**src/rtl/fetch_ctrl_if.sv**
```systemverilog
// fetch_ctrl_if: groups the fetch controller's two handshakes.
//   Memory side : mem_next_instr (request), mem_instr / mem_instr_valid (1-cycle response)
//   Decode side : fetch_instr / fetch_pc / fetch_valid (head of buffer), fetch_ready (accept)
// Modports:
//   master - the fetch controller (drives requests and the decode-side head)
//   slave  - memory plus decode stage (or a bench standing in for both)
interface fetch_ctrl_if;
  logic        mem_next_instr;
  logic [31:0] mem_instr;
  logic        mem_instr_valid;
  logic [31:0] fetch_instr;
  logic [31:0] fetch_pc;
  logic        fetch_valid;
  logic        fetch_ready;

  modport master (
    output mem_next_instr,
    input  mem_instr,
    input  mem_instr_valid,
    output fetch_instr,
    output fetch_pc,
    output fetch_valid,
    input  fetch_ready
  );

  modport slave (
    input  mem_next_instr,
    output mem_instr,
    output mem_instr_valid,
    input  fetch_instr,
    input  fetch_pc,
    input  fetch_valid,
    output fetch_ready
  );
endinterface

```
**src/rtl/fetch_ctrl.sv**
```systemverilog
// fetch_ctrl: sequences the instruction memory for one pass of NUM_INSTR words per start,
// buffers returned words with their PC in a DEPTH-entry FIFO and hands them to decode.
// Ports:
//   clk, reset_n  - rising-edge clock, asynchronous active-low reset
//   start         - begin a pass (honoured in IDLE or DONE only)
//   flush         - discard buffered words and any outstanding response
//   bus           - fetch_ctrl_if.master: memory request/response and decode valid/ready
//   busy          - pass in progress (FETCH or DRAIN)
//   done          - pass complete (DONE)
module fetch_ctrl #(
  parameter int unsigned DEPTH     = 4,
  parameter int unsigned NUM_INSTR = 64,
  parameter logic [31:0] PC_RESET  = 32'h0000_0000
) (
  input  logic         clk,
  input  logic         reset_n,
  input  logic         start,
  input  logic         flush,
  fetch_ctrl_if.master bus,
  output logic         busy,
  output logic         done
);

  localparam int unsigned PtrW = $clog2(DEPTH);
  localparam int unsigned CntW = PtrW + 1;
  localparam int unsigned IssW = $clog2(NUM_INSTR) + 1;

  localparam logic [CntW:0]   DepthVal    = DEPTH[CntW:0];
  localparam logic [IssW-1:0] NumInstrVal = NUM_INSTR[IssW-1:0];

  typedef enum logic [1:0] {StIdle, StFetch, StDrain, StDone} state_e;

  state_e            state_q, state_d;
  logic [IssW-1:0]   issue_cnt_q, issue_cnt_d;
  logic [31:0]       issue_pc_q, issue_pc_d;
  logic [31:0]       pend_pc_q, pend_pc_d;
  logic              inflight_q, inflight_d;
  logic              drop_q, drop_d;
  logic [PtrW-1:0]   wr_ptr_q, wr_ptr_d;
  logic [PtrW-1:0]   rd_ptr_q, rd_ptr_d;
  logic [CntW-1:0]   count_q, count_d;

  logic [31:0]       instr_mem [DEPTH];
  logic [31:0]       pc_mem    [DEPTH];

  logic              issue;
  logic              push;
  logic              pop;
  logic              enter_fetch;
  logic              head_valid;
  logic [CntW:0]     occupancy;

  // Credit covers both stored words and the one response that may still be coming back,
  // so the FIFO can never overflow. A pop this cycle does not free a credit until next cycle.
  assign occupancy  = {1'b0, count_q} + {{CntW{1'b0}}, inflight_q};
  assign issue      = (state_q == StFetch) && (issue_cnt_q < NumInstrVal) &&
                      (occupancy < DepthVal) && !flush;
  assign head_valid = (count_q != '0);
  assign push       = bus.mem_instr_valid && !drop_q && !flush;
  assign pop        = head_valid && bus.fetch_ready && !flush;

  // FIFO pointers and occupancy
  always_comb begin
    wr_ptr_d = wr_ptr_q;
    rd_ptr_d = rd_ptr_q;
    count_d  = count_q;
    if (flush) begin
      wr_ptr_d = '0;
      rd_ptr_d = '0;
      count_d  = '0;
    end else begin
      if (push) wr_ptr_d = wr_ptr_q + PtrW'(1);
      if (pop)  rd_ptr_d = rd_ptr_q + PtrW'(1);
      unique case ({push, pop})
        2'b10:   count_d = count_q + CntW'(1);
        2'b01:   count_d = count_q - CntW'(1);
        default: count_d = count_q;
      endcase
    end
  end

  // Pass sequencing
  always_comb begin
    state_d     = state_q;
    enter_fetch = 1'b0;
    unique case (state_q)
      StIdle: begin
        if (start) begin
          state_d     = StFetch;
          enter_fetch = 1'b1;
        end
      end
      StFetch: begin
        if (issue_cnt_q == NumInstrVal) state_d = StDrain;
      end
      StDrain: begin
        // Looking at count_d lets done rise right after the final pop.
        if ((count_d == '0) && !inflight_q && !drop_q) state_d = StDone;
      end
      StDone: begin
        if (start) begin
          state_d     = StFetch;
          enter_fetch = 1'b1;
        end
      end
      default: state_d = StIdle;
    endcase
  end

  // Issue bookkeeping
  always_comb begin
    issue_cnt_d = issue_cnt_q;
    issue_pc_d  = issue_pc_q;
    pend_pc_d   = pend_pc_q;
    inflight_d  = issue;
    drop_d      = drop_q;
    if (enter_fetch) begin
      issue_cnt_d = '0;
      issue_pc_d  = PC_RESET;
    end else if (issue) begin
      issue_cnt_d = issue_cnt_q + IssW'(1);
      issue_pc_d  = issue_pc_q + 32'd4;
    end
    if (issue) pend_pc_d = issue_pc_q;
    // A response already present this cycle is blocked by flush directly; only one that has
    // not yet arrived needs to be remembered and discarded later.
    if (flush && inflight_q && !bus.mem_instr_valid) begin
      drop_d = 1'b1;
    end else if (bus.mem_instr_valid) begin
      drop_d = 1'b0;
    end
  end

  always_ff @(posedge clk or negedge reset_n) begin
    if (!reset_n) begin
      state_q     <= StIdle;
      issue_cnt_q <= '0;
      issue_pc_q  <= '0;
      pend_pc_q   <= '0;
      inflight_q  <= 1'b0;
      drop_q      <= 1'b0;
      wr_ptr_q    <= '0;
      rd_ptr_q    <= '0;
      count_q     <= '0;
    end else begin
      state_q     <= state_d;
      issue_cnt_q <= issue_cnt_d;
      issue_pc_q  <= issue_pc_d;
      pend_pc_q   <= pend_pc_d;
      inflight_q  <= inflight_d;
      drop_q      <= drop_d;
      wr_ptr_q    <= wr_ptr_d;
      rd_ptr_q    <= rd_ptr_d;
      count_q     <= count_d;
    end
  end

  // Storage needs no reset: entries are only visible while counted as valid.
  always_ff @(posedge clk) begin
    if (push) begin
      instr_mem[wr_ptr_q] <= bus.mem_instr;
      pc_mem[wr_ptr_q]    <= pend_pc_q;
    end
  end

  assign bus.mem_next_instr = issue;
  assign bus.fetch_valid    = head_valid;
  assign bus.fetch_instr    = head_valid ? instr_mem[rd_ptr_q] : 32'h0;
  assign bus.fetch_pc       = head_valid ? pc_mem[rd_ptr_q]    : 32'h0;
  assign busy               = (state_q == StFetch) || (state_q == StDrain);
  assign done               = (state_q == StDone);

endmodule

```
**src/flat_wrapper.sv**
```systemverilog
// flat-port wrapper written by rule: the top's interface ports become plain ports
module fetch_ctrl_flat 
#(
  parameter int unsigned DEPTH     = 4,
  parameter int unsigned NUM_INSTR = 64,
  parameter logic [31:0] PC_RESET  = 32'h0000_0000
)
  (clk, reset_n, start, flush, busy, done, bus_mem_next_instr, bus_mem_instr, bus_mem_instr_valid, bus_fetch_instr, bus_fetch_pc, bus_fetch_valid, bus_fetch_ready);
  fetch_ctrl_if bus_i ();
  input  logic clk;
  input  logic reset_n;
  input  logic start;
  input  logic flush;
  output logic busy;
  output logic done;
  output wire logic [$bits(bus_i.mem_next_instr)-1:0] bus_mem_next_instr;
  input wire logic [$bits(bus_i.mem_instr)-1:0] bus_mem_instr;
  input wire logic [$bits(bus_i.mem_instr_valid)-1:0] bus_mem_instr_valid;
  output wire logic [$bits(bus_i.fetch_instr)-1:0] bus_fetch_instr;
  output wire logic [$bits(bus_i.fetch_pc)-1:0] bus_fetch_pc;
  output wire logic [$bits(bus_i.fetch_valid)-1:0] bus_fetch_valid;
  input wire logic [$bits(bus_i.fetch_ready)-1:0] bus_fetch_ready;
  assign bus_mem_next_instr = bus_i.mem_next_instr;
  assign bus_i.mem_instr = bus_mem_instr;
  assign bus_i.mem_instr_valid = bus_mem_instr_valid;
  assign bus_fetch_instr = bus_i.fetch_instr;
  assign bus_fetch_pc = bus_i.fetch_pc;
  assign bus_fetch_valid = bus_i.fetch_valid;
  assign bus_i.fetch_ready = bus_fetch_ready;
  fetch_ctrl #(.DEPTH(DEPTH), .NUM_INSTR(NUM_INSTR), .PC_RESET(PC_RESET)) u_core (.clk(clk), .reset_n(reset_n), .start(start), .flush(flush), .bus(bus_i), .busy(busy), .done(done));
endmodule
```
**config.mk**
```make
export PLATFORM = sky130hd
export DESIGN_NAME = fetch_ctrl_flat
export DESIGN_NICKNAME = d
export VERILOG_FILES = /design/src/rtl/fetch_ctrl_if.sv /design/src/rtl/fetch_ctrl.sv /design/src/flat_wrapper.sv
export SDC_FILE = /design/constraint.sdc
export NUM_CORES = 1
export LEC_CHECK = 0
export ABC_AREA = 1
export CAP_MARGIN = 20
export CORE_MARGIN = 2
export CORE_UTILIZATION = 29
export DETAILED_ROUTE_END_ITERATION = 10
export HOLD_SLACK_MARGIN = 0.12
export PLACE_DENSITY = 0.45
export SYNTH_ARGS = -nofsm -noshare
export SYNTH_HDL_FRONTEND = slang
export SYNTH_SLANG_ARGS = --single-unit
```
**constraint.sdc**
```tcl
create_clock -name clk -period 7.67 [get_ports clk]
set_input_delay 0.767 -clock clk [delete_from_list [all_inputs] [get_ports clk]]
set_output_delay 0.767 -clock clk [all_outputs]
set_load 0.03 [all_outputs]
```
# [Yosys cells after proc, flatten, opt, wreduce, memory -nomap -nowiden]
# Memories as Yosys holds them, arrays and structs flattened.
# Index checks and enable logic that the tools add are counted.
[classes] n_addsub=7 n_lt_le_gt_ge=2 eq_ne=9 n_mux=22 n_reduce_logical=25
[op_table] op="32-bit 2-to-1 mux" count=4
[op_table] op="32-bit by 3-bit adder with 32-bit output (second input constant)" count=1
[op_table] op="2-bit 2-to-1 mux" count=7
[op_table] op="7-bit 2-to-1 mux" count=2
[op_table] op="1-bit logical AND" count=11
[op_table] op="2-bit nonzero test" count=4
[op_table] op="7-bit by 1-bit adder with 7-bit output (second input constant)" count=1
[op_table] op="7-bit equality test (second input constant)" count=1
[op_table] op="7-bit < comparator (second input constant)" count=1
[op_table] op="2-bit equality test (second input constant)" count=3
[op_table] op="1-bit 2-to-1 mux" count=6
[op_table] op="2-bit one-hot mux with 3 select lines" count=1
[op_table] op="3-bit one-hot mux with 2 select lines" count=1
[op_table] op="2-bit by 1-bit adder with 2-bit output (second input constant)" count=2
[op_table] op="3-bit by 1-bit adder with 4-bit output" count=1
[op_table] op="2-bit by 1-bit equality test with 1-bit output (second input constant)" count=2
[op_table] op="1-bit zero test" count=4
[op_table] op="4-bit by 3-bit < comparator with 1-bit output (second input constant)" count=1
[op_table] op="2-bit by 1-bit != test with 1-bit output (second input constant)" count=2
[op_table] op="3-bit by 1-bit adder with 3-bit output (second input constant)" count=1
[op_table] op="3-bit zero test" count=1
[op_table] op="3-bit 2-to-1 mux" count=1
[op_table] op="3-bit AND reduction" count=1
[op_table] op="3-bit nonzero test" count=1
[op_table] op="other kinds (5)" count=5
[totals] regBits=82 ram_bits=256 inputBits=38 output_inout_bits=68 word_cells=76 memories=2
[memory_table] memory="u_core.instr_mem" depth=4 word_bits=32 rd=1 rd_ports_with_merged_regs=0 wr=1 line_no="fetch_ctrl.sv:43" source="logic [31:0] instr_mem [DEPTH];"
[memory_table] memory="u_core.pc_mem" depth=4 word_bits=32 rd=1 rd_ports_with_merged_regs=0 wr=1 line_no="fetch_ctrl.sv:44" source="logic [31:0] pc_mem [DEPTH];"

# [Longest topological paths before layout]
[depth] ltp_word=11 mapped_depth=16 depth_no_buf=16

# [Worst setup path before layout]
# OpenSTA, ideal clock, no wires.
[synth_timing] kind="in2reg" start="input flush" end="memory u_core.instr_mem[0][0] (enable)" setup_time_ns=0.482 t_arrival_ns=3.610 t_required_ns=7.188 path_slack_ns=3.578 path_stages=3 path_buffers=0 cell_sequence="inv_4 nand3_1 nor2_1"
[synth_between] elab_chain_cells=4
[synth_lines] item="start: declaration" line_no="flat_wrapper.sv:13" source="input logic flush;"
[synth_lines] item="1-bit zero test" line_no="fetch_ctrl.sv:59" source="assign push = bus.mem_instr_valid && !drop_q && !flush;"
[synth_lines] item="1-bit logical AND" line_no="fetch_ctrl.sv:59"
[synth_lines] item="1-bit 2-to-1 mux" line_no="fetch_ctrl.sv:160" source="if (push) begin"
[synth_lines] item="1-bit 2-to-1 mux (implied by the code)" line_no="fetch_ctrl.sv:161" source="instr_mem[wr_ptr_q] <= bus.mem_instr;"
[synth_lines] item="end: declaration" line_no="fetch_ctrl.sv:43"
# Every way passes these cells.

# [Worst setup path in the final report]
[layout_timing] start="register u_core.rd_ptr_q[0]" end="output bus_fetch_pc[16]"
[layout_between] elab_chain_cells=2
[layout_lines] item="start: declaration" line_no="fetch_ctrl.sv:40" source="logic [PtrW-1:0] rd_ptr_q, rd_ptr_d;"
[layout_lines] item="start signal: assignment" line_no="fetch_ctrl.sv:153" source="rd_ptr_q <= rd_ptr_d;"
[layout_lines] item="memory 4 x 32 bit"
[layout_lines] item="32-bit 2-to-1 mux" line_no="fetch_ctrl.sv:169" source="assign bus.fetch_pc = head_valid ? pc_mem[rd_ptr_q] : 32'h0;"
[layout_lines] item="end: declaration" line_no="flat_wrapper.sv:20" source="output wire logic [$bits(bus_i.fetch_pc)-1:0] bus_fetch_pc;"
# Every way passes these cells.

==> PnR_summary.wiki <==
{| class="wikitable"
! Metric !! Value
|-
| Run status || complete, no violations
|-
| Buffer count from post-CTS setup fixing || 0
|-
| Quantity of gates resized following cts || 0
|-
| Inserted Diodes || 0
|-
| Wire length of the first global-routing pass || 52140 µm
|-
| Area fraction of the dominant cell type after synthesis || 54.66%
|-
| Fraction of final layout cells with drive strength greater than 1 || 6.963%
|-
| Number of synthesized register bits || between 300 and 400
|-
| Final Max Slew Viols || 0
|-
| Residual DRC count || 0
|-
| Leading area contributor after synthesis || sky130_fd_sc_hd__edfxtp_1
|-
| Number of antenna violations at the first check in global routing || 1
|-
| Non-Filler Cell Area, Final || 16460 µm²
|-
| Placed instance area || 15260 µm²
|-
| Total detailed-routing wirelength || 33450 µm
|-
| Clock period minus worst slack || 4.860 ns
|-
| Sequential cell area fraction in the yosys report || 68.98%
|-
| Total internal power || 3.337 mW
|-
| Fraction of power consumed by combinational cells || 19.9%
|-
| Via count of the first global-routing pass || 9108
|-
| Root buffer cell || sky130_fd_sc_hd__clkbuf_16
|-
| Transition time of the tightest slew-check pin || approximately 0.8 ns
|-
| Post-detailed-placement half-perimeter wirelength || 19520 µm
|-
| Most common flop cell mapped by yosys || sky130_fd_sc_hd__edfxtp_1
|-
| Setup total negative slack || 0 ns
|-
| Post-synthesis average cell area || 10.73 µm²
|-
| Cell types with the highest counts after synthesis || sky130_fd_sc_hd__nor2_1 (311), sky130_fd_sc_hd__edfxtp_1 (248), sky130_fd_sc_hd__o21ai_0 (169)
|-
| Relative slew margins || 45.90%
|-
| Number of unique standard cell types used by synthesis || 31
|-
| Power Dens Cells || 288.0 nW/µm²
|-
| Core Footprint || 46460 µm²
|-
| RSZ-0062 raised after global routing || false
|-
| Kind of critical path || flop to output pin
|-
| Number of setup violations in the final report || 0
|-
| Startpoint types || flop
|-
| Req. time, crit path || 6.90 ns
|-
| Max clock buf depth || 3
|-
| Ys Warns || 0
|-
| Summed instance area of the synthesized netlist || 13630 µm²
|-
| P_sw || 1.405 mW
|-
| Top fanout value on the critical path || 78
|-
| Detailed Route Iter0 Violations || around 550
|-
| Final number of hold-violating endpoints || 0
|-
| Portion of total power attributed to the clock network || about 37%
|-
| Number of H-tree levels || 2
|-
| Layout-stage area growth over the synthesis result || 20.83%
|-
| Leakage || 5.975 nW
|-
| Achievable Freq || 205.8 MHz
|-
| Worst clock skew || 0.01564 ns
|-
| Clock latency at the later pin of the worst-skew pair || about 0.52 ns
|-
| Area of the die || about 50000 µm²
|-
| Count of nets after finishing || 1414
|-
| Type of the tightest min-delay check || input port to async pin
|-
| Number of nets still failing antenna checks after routing || 0
|-
| Cts hold-fix bufs || 0
|-
| Die span in x || 220.8 µm
|-
| Clock transition at the registers of the reported paths || ~0.06 ns
|-
| PnR Total Power || 4.742 mW
|-
| Arrival time at the worst endpoint || about 4.1 ns
|-
| Cell row count || 79
|-
| Period utilisation layout || 63.36%
|-
| Post-Syn Instances || 1270
|-
| Cell types occupying the most area after synthesis || sky130_fd_sc_hd__edfxtp_1 (55%), sky130_fd_sc_hd__dfrtp_1 (14%), sky130_fd_sc_hd__nor2_1 (8.6%)
|-
| Peak supply drop || 0.1332 mV
|-
| Proportion of synthesized flip-flops having asynchronous set or reset || 23.93%
|-
| Starting density of the core || 29.33%
|-
| IO Count || 106
|-
| Routability cong. || 0.8031
|-
| Most repeated cell in the gate-level netlist after synthesis || sky130_fd_sc_hd__nor2_1
|-
| Number of synthesized flops with an enable pin || 248
|-
| Sink count of the clock tree || around 330
|-
| Count of vias placed by the detailed router || roughly 9200
|-
| Via-to-Cell Ratio || 4.582
|-
| Number of buffers created by CTS || 37
|-
| Leftover overflow at the end of global routing || 0
|-
| Vertical die dimension || 220.8 µm
|-
| Initial DRT Pass Iterations || 5
|-
| GRT Util Overall || around 14%
|-
| Number of maximum-capacitance violations || 0
|-
| Largest net degree at the start of global routing || 79
|-
| Wirelength per Cell || 16.72 µm
|-
| Sequential share of power || 43.4%
|-
| Kind of end point of the critical path || output pin
|-
| TritonCTS clock tree || yes
|-
| Port Buffer Count || 103
|-
| Fraction of power spent switching nets || 29.63%
|}
cells in the final DEF, fill, tap and decap left out, types with 6 or more instances in the layout:
cell type | synthesis | layout
sky130_fd_sc_hd__nand4_1 | 16 | 16
sky130_fd_sc_hd__nand2_2 | 6 | 6
sky130_fd_sc_hd__buf_4 | 3 | 13
sky130_fd_sc_hd__clkbuf_16 | 0 | 39
sky130_fd_sc_hd__clkbuf_1 | 29 | 9
sky130_fd_sc_hd__edfxtp_1 | 248 | 248
sky130_fd_sc_hd__dfrtp_1 | 78 | 76
sky130_fd_sc_hd__inv_1 | 59 | 59
sky130_fd_sc_hd__ha_1 | 11 | 11
sky130_fd_sc_hd__nand3_1 | 31 | 31
sky130_fd_sc_hd__nor2_1 | 311 | 307
sky130_fd_sc_hd__clkdlybuf4s50_1 | 0 | 102
sky130_fd_sc_hd__o21ai_0 | 169 | 169
sky130_fd_sc_hd__nor2_4 | 3 | 7
sky130_fd_sc_hd__nand2_1 | 159 | 159
sky130_fd_sc_hd__a21oi_1 | 82 | 82
sky130_fd_sc_hd__clkinv_2 | 0 | 7
sky130_fd_sc_hd__nor3_1 | 10 | 10
cells by family (layout without fill, tap and decap cells):
kind of cell | after synthesis | after routing | share of synthesized area [%]
buffers and inverters | 126 | 248 | 3.903
and+or+nand+nor | 547 | 547 | 16.40
other | 1 | 2 | 0.02752
AOI/OAI and AO/OA | 256 | 256 | 9.403
xor gates and xnor gates | 2 | 2 | 0.1286
DFF | 326 | 326 | 68.98
adders and majority gates | 12 | 12 | 1.157
power groups by stage:
stage                     logic (mW)  clock network (mW)  registers [mW]
after floorplan                0.612                   0            2.07
after global placement         0.969                   0            2.10
after detailed placement       0.969                   0            2.10
after CTS                      0.972                1.79            2.06
after global routing            1.05                1.86            2.07
final                          0.944                1.74            2.06
sequential cells by signal (all words and copies together), names as in the netlist, 2 cells and up:
signal / cells
u_core.count_q: 3
u_core.instr_mem: 128
u_core.issue_cnt_q: 7
u_core.issue_pc_q: 30
u_core.pc_mem: 120
u_core.pend_pc_q: 30
u_core.rd_ptr_q: 2
u_core.state_q: 2
u_core.wr_ptr_q: 2
metrics by stage:
step	instances	worst slack [ns]	hold slack (ns)	util, %
2_1_floorplan	1271	3.578	0.4641	-
5_1_grt	2000	2.549	0.2366	35.44
3_5_place_dp	1932	3.307	0.5088	32.84
4_1_cts	2000	2.723	0.2183	35.44
6_report	2000	2.810	0.2118	35.44
3_3_place_gp	1932	3.349	0.4927	32.84
final timing paths:
kind,start,endpoint,slack (ns),cells past startpoint
setup / recovery,u_core.rd_ptr_q[0]$_DFFE_PN0P_,bus_fetch_pc[16],2.81,5
hold / removal,reset_n,u_core.issue_pc_q[19]$_DFFE_PN0P_,0.21,1
setup reg to reg,u_core.count_q[0]$_DFF_PN0_,u_core.state_q[1]$_DFFE_PN0P_,4.48,15
hold reg to reg,u_core.issue_pc_q[28]$_DFFE_PN0P_,u_core.pend_pc_q[28]$_DFFE_PN0P_,0.51,2
max in group asynchronous,reset_n,u_core.rd_ptr_q[0]$_DFFE_PN0P_,6.42,2
min in group clk,u_core.issue_pc_q[28]$_DFFE_PN0P_,u_core.pend_pc_q[28]$_DFFE_PN0P_,0.51,2
routing by layer:
metal / vias up / part of all wire [%] / GRT usage, %
met1: 4455 / 45 / 18.27
met2: 144 / 49 / 23.90
li1: 4521 / - / -
met5: - / 0 / 0
met4: 0 / 1.9 / 3.822
met3: 43 / 4.1 / 2.433
critical path, stage by stage (launching register included):
cell and delay [ns]:
sky130_fd_sc_hd__dfrtp_4 0.73, sky130_fd_sc_hd__inv_2 0.67, sky130_fd_sc_hd__buf_4 0.69, sky130_fd_sc_hd__o21ai_0 0.20, sky130_fd_sc_hd__a21oi_1 0.38, sky130_fd_sc_hd__clkdlybuf4s50_1 0.76
final cells by class:
cell class | instances | area [µm²]
fillers | 4639 | 29990
repair buffers | 115 | 1119
multi-input cells | 819 | 3729
flip-flops and latches | 326 | 9404
inverters | 65 | 247.7
clock buffers | 53 | 1079
clock inverters | 15 | 126.4
well taps | 607 | 759.5
Note: power is estimated with default switching activity, not from simulation.
